$ cat src/rtl/clk_div_pkg.sv
`default_nettype none
// ---------------------------------------------------------------------------
// clk_div_pkg : default divisors and effective-divisor scaling (CLK_DIV_FAST_SIM_EN)
// Revision    : 1.0
// ---------------------------------------------------------------------------
package clk_div_pkg;

  localparam int          DEF_CNT_W    = 27;
  localparam int unsigned DEF_DIV0     = 50_000_000;
  localparam int unsigned DEF_DIV1     = 5_000_000;
  localparam int unsigned DEF_DIV2     = 500_000;
  localparam int unsigned DEF_DIV3     = 50_000;
  localparam int unsigned DEF_SCAN_DIV = 100_000;
  localparam int          DEF_SCAN_W   = 2;

  function automatic int unsigned eff_div(input int unsigned value);
`ifdef CLK_DIV_FAST_SIM_EN
    return ((value / 10000) == 0) ? 1 : (value / 10000);
`else
    return value;
`endif
  endfunction

endpackage
`default_nettype wire

$ cat src/rtl/mod_n_counter.sv
`default_nettype none
// ---------------------------------------------------------------------------
// mod_n_counter : counts 0..n-1 while enabled, flags the terminal count
// Revision      : 1.0
// ---------------------------------------------------------------------------
module mod_n_counter #(
  parameter int W = 8
) (
  input  logic         clk,
  input  logic         rst_n,
  input  logic         en,
  input  logic         clr,
  input  logic [W-1:0] n,
  output logic         wrap
);

  logic [W-1:0] q;
  logic [W-1:0] last;

  // Strobe is decoded only from the count flop and en, so the owner can
  // register its consequences on the very edge the count wraps.
  assign last = n - W'(1);
  assign wrap = en && (q == last);

  always_ff @(posedge clk or negedge rst_n) begin
    if (!rst_n) begin
      q <= '0;
    end else if (clr) begin
      q <= '0;
    end else if (wrap) begin
      q <= '0;
    end else if (en) begin
      q <= q + W'(1);
    end
  end

endmodule
`default_nettype wire

$ cat src/rtl/clk_div_multi.sv
`default_nettype none
// ---------------------------------------------------------------------------
// clk_div_multi : selectable 50% divided clock plus scan selector, with ticks
// Revision      : 1.0   (CLK_DIV_FAST_SIM_EN scales all divisors down)
// ---------------------------------------------------------------------------
module clk_div_multi
  import clk_div_pkg::*;
#(
  parameter int          CNT_W    = DEF_CNT_W,
  parameter int unsigned DIV0     = DEF_DIV0,
  parameter int unsigned DIV1     = DEF_DIV1,
  parameter int unsigned DIV2     = DEF_DIV2,
  parameter int unsigned DIV3     = DEF_DIV3,
  parameter int unsigned SCAN_DIV = DEF_SCAN_DIV,
  parameter int          SCAN_W   = DEF_SCAN_W
) (
  input  logic              clk,
  input  logic              rst_n,
  input  logic              en,
  input  logic              clr,
  input  logic [1:0]        sel,
  output logic              clk_out,
  output logic              tick_out,
  output logic [SCAN_W-1:0] clk_ctl,
  output logic              scan_tick
);

  localparam longint MAX_DIV = (64'sd1 <<< CNT_W) - 64'sd1;

  if (DIV0 < 1 || longint'(DIV0) > MAX_DIV) begin : g_bad_div0
    $error("clk_div_multi: DIV0 out of range");
  end
  if (DIV1 < 1 || longint'(DIV1) > MAX_DIV) begin : g_bad_div1
    $error("clk_div_multi: DIV1 out of range");
  end
  if (DIV2 < 1 || longint'(DIV2) > MAX_DIV) begin : g_bad_div2
    $error("clk_div_multi: DIV2 out of range");
  end
  if (DIV3 < 1 || longint'(DIV3) > MAX_DIV) begin : g_bad_div3
    $error("clk_div_multi: DIV3 out of range");
  end
  if (SCAN_DIV < 1 || longint'(SCAN_DIV) > MAX_DIV) begin : g_bad_scan
    $error("clk_div_multi: SCAN_DIV out of range");
  end

  localparam logic [CNT_W-1:0] D0     = CNT_W'(eff_div(DIV0));
  localparam logic [CNT_W-1:0] D1     = CNT_W'(eff_div(DIV1));
  localparam logic [CNT_W-1:0] D2     = CNT_W'(eff_div(DIV2));
  localparam logic [CNT_W-1:0] D3     = CNT_W'(eff_div(DIV3));
  localparam logic [CNT_W-1:0] SCAN_N = CNT_W'(eff_div(SCAN_DIV));

  logic [CNT_W-1:0] div_q;
  logic [CNT_W-1:0] div_sel;
  logic             slow_wrap;
  logic             scan_wrap;

  always_comb begin
    div_sel = D0;
    case (sel)
      2'd1:    div_sel = D1;
      2'd2:    div_sel = D2;
      2'd3:    div_sel = D3;
      default: div_sel = D0;
    endcase
  end

  mod_n_counter #(.W(CNT_W)) u_slow (
    .clk   (clk),
    .rst_n (rst_n),
    .en    (en),
    .clr   (clr),
    .n     (div_q),
    .wrap  (slow_wrap)
  );

  mod_n_counter #(.W(CNT_W)) u_scan (
    .clk   (clk),
    .rst_n (rst_n),
    .en    (1'b1),
    .clr   (clr),
    .n     (SCAN_N),
    .wrap  (scan_wrap)
  );

  // The divisor only reloads at a wrap, so a half-period is never cut short.
  always_ff @(posedge clk or negedge rst_n) begin
    if (!rst_n) begin
      div_q    <= D0;
      clk_out  <= 1'b0;
      tick_out <= 1'b0;
    end else if (clr) begin
      div_q    <= div_sel;
      clk_out  <= 1'b0;
      tick_out <= 1'b0;
    end else begin
      tick_out <= slow_wrap;
      if (slow_wrap) begin
        clk_out <= ~clk_out;
        div_q   <= div_sel;
      end
    end
  end

  always_ff @(posedge clk or negedge rst_n) begin
    if (!rst_n) begin
      clk_ctl   <= '0;
      scan_tick <= 1'b0;
    end else if (clr) begin
      clk_ctl   <= '0;
      scan_tick <= 1'b0;
    end else begin
      scan_tick <= scan_wrap;
      if (scan_wrap) begin
        clk_ctl <= clk_ctl + SCAN_W'(1);
      end
    end
  end

endmodule
`default_nettype wire

$ cat config.mk
export PLATFORM = sky130hd
export DESIGN_NAME = clk_div_multi
export DESIGN_NICKNAME = d
export VERILOG_FILES = /design/src/rtl/clk_div_pkg.sv /design/src/rtl/mod_n_counter.sv /design/src/rtl/clk_div_multi.sv
export SDC_FILE = /design/constraint.sdc
export NUM_CORES = 1
export LEC_CHECK = 0
export ABC_AREA = 0
export CORE_MARGIN = 2
export CORE_UTILIZATION = 35
export CTS_CLUSTER_SIZE = 10
export DETAILED_ROUTE_END_ITERATION = 10
export GPL_TIMING_DRIVEN = 0
export SYNTH_ARGS = -nofsm -noshare
export SYNTH_HDL_FRONTEND = slang
export SYNTH_HIERARCHICAL = 1
export SYNTH_SLANG_ARGS = --single-unit
$ cat constraint.sdc
create_clock -name clk -period 9 [get_ports clk]
set_input_delay 1.8 -clock clk [delete_from_list [all_inputs] [get_ports clk]]
set_output_delay 1.8 -clock clk [all_outputs]
set_load 0.02 [all_outputs]
==> reports/metrics.csv <==
metric,value,unit
post-synth cell types,87,
CP Max Fanout,10,
Total GRT Usage,0.169,
Worst-Skew Late Latency,0.33,ns
WL final,14500,µm
H-tree depth,3,
detailed-route wire length per cell,13.3,µm
Ports,11,
max_cap viols,0,
"Async S/R FF share, synth",1.00,
CP endpoint kind,register,
Post-Syn Area,6130,µm²
Synthesis Warnings,6,
Synth top area share,0.265,
Clock Skew,0.00876,ns
die width,136,µm
initial DRC count,222,
antenna violations before repair,0,
diode count,0,
Clock Sinks,70,
post-synthesis cell count,711,
Post-CTS Setup Bufs,0,
worst hold slack,0.540,ns
status,"finished, final reports clean",
Hold WC Path Type,register to register,
post_cts resized,0,
maximum clock insertion buffer count,2,
routed vias,5326,
Overall Power,0.801,mW
share of layout cells above drive strength 1,0.122,
setup violators final,0,
CTS tree,built,
top-count cell post-synth,dfrtp_1,
Final Hold Vio Count,0,
clock-pin slew on the worst setup and hold paths,0.06,ns
Core ar.,17200,µm²
Critical path buffers and inverters,3,
DIE AREA,18600,µm²
# rows,48,
Root Driver,clkbuf_16,
synth cell count leaders,"dfrtp_1, nor2_1, nand2_1, xnor2_1, xor2_1",
crit-path cells,clkdlybuf4s50_1 -> nand4_1 -> or4b_1 -> nor4_1 -> nand4_1 -> nor4_1 -> buf_6 -> or2_1 -> buf_6 -> mux2_4,
first-pass GRT wire length,25200,µm
Finished Core Util,0.424,
CP max-delay cell,clkdlybuf4s50_1,
Post-route DRC,0,
Routed Antenna Nets,0,
WS Path Type,input pin to register,
post-route clock period utilization,0.502,
Startpoint Class,input pin,
Post-synth EDFFs,0,
post-DP HPWL,11000,µm
unrepaired setup endpoints after global routing,no,
Synth area leaders,"dfrtp_1, xnor2_1, xor2_1",
register-to-register setup slack,4.95,ns
Main synth FF type,dfrtp_1,
worst slack at placement,4.13,ns
Max-slew headroom,0.547,
VDD IR-drop max,0.0841,mV
largest net degree at the start of global routing,41,
Yosys top cell by area,dfrtp_1,
Vert. Die Dim,136,µm
"Seq/Total Area, Yosys",0.287,
crit path DAT,4.74,ns
Non-Filler Instances,1094,
min Tclk post-route,4.52,ns
setup TNS,0,ns
WP data required,9.21,ns
placed inst area,7030,µm²
Vias per Instance,4.87,
fmax,221,MHz
CP top delay family,simple AND/OR/NAND/NOR gates,
hold buffer count at cts,0,
synth-to-layout area growth,19.2,%
cts bufs inserted,9,
initial core utilization,0.356,
max incr delay on CP,0.60,ns
Leak,2.90,nW
PwrDens,110,nW/µm²
grt ovf,0,
Tightest Pin Transition,0.671,ns
gpl congestion,0.859,
Layout fillers,1717,
Synth Register Bits,70,
fin. max-slew vios,0,
post-route cell area,7310,µm²
PnR worst setup slack,4.48,ns
# placed instances,1078,
Port Buffers,10,
vias in the first global route,5106,
Mean Syn Cell Area,8.63,µm²
fin nets,882,
DRT Pass-1 Iters,4,
registers in the layout (all words and copies together) (netlist names):
name	count
clk_out	1
div_q	11
clk_ctl	2
scan_tick	1
u_scan/q	27
u_slow/q	27
tick_out	1
tightest hold or removal path: cells and delay by family (launching register included):
family	cells	cell delay, ns
flip-flops	1	0.35
AND/OR/NAND/NOR	1	0.08
XOR/XNOR	1	0.07
metal layers:
metal | global-route usage | wire, µm | vias to the layer above
li1 | - | - | 2787
met3 | 0.0250 | 331 | 6
met4 | 0.0550 | 117 | 0
met2 | 0.286 | 7140 | 48
met5 | 0 | 0 | -
met1 | 0.221 | 6940 | 2485
kinds of logic after synthesis:
kind of cell,synth area share
buf+inv,0.0463
other cells,0.00122
flops,0.287
xor+xnor,0.140
mux,0.0206
fa+ha+maj,0.0245
simple gates,0.349
compound gates,0.132
layout by cell type, fill, tap and decap left out, drive strengths merged, types with 6 or more instances in the layout:
master and n:
nand4 26, clkbuf 36, nor2 78, nor3b 8, and3 11, a21oi 18, o211ai 15, o31ai 7
nand2 51, xnor2 48, nand3b 7, and4 9, clkdlybuf4s50 9, dfrtp 65, o22ai 14, or3 11
or2 6, nand3 22, buf 17, nor3 44, ha 12, conb 133, mux2 7, inv 18
nor4 19, nor2b 8, nor4b 8, o21ai 20, a31oi 7, xor2 47, or4 14
path summary, 6_finish.rpt:
path / start / to / cells after the start
max: en / div_q[18] / 10
min: clk_out / clk_out / 2
max reg2reg: div_q[4] / div_q[18] / 11
min reg2reg: clk_out / clk_out / 2
max in group asynchronous: rst_n / div_q[15] / 2
min in group asynchronous: rst_n / div_q[11] / 1
layout make-up:
class | instances | area (µm²) | share of cell area
Multi-Input combinational cell | 714 | 4580 | 0.627
Buffer | 40 | 216 | 0.0296
Timing Repair Buffer | 11 | 118 | 0.0161
Inverter | 18 | 67.6 | 0.00924
Clock buffer | 11 | 253 | 0.0346
Sequential cell | 70 | 1760 | 0.240
Clock inverter | 5 | 33.8 | 0.00462
Tap cell | 225 | 282 | 0.0385
where the power goes:
group | internal (mW) | switching, mW
registers | 0.323 | 0.0164
logic | 0.0481 | 0.0733
clock network | 0.201 | 0.140
total | 0.572 | 0.229
Note: power is estimated with default switching activity, not from simulation.
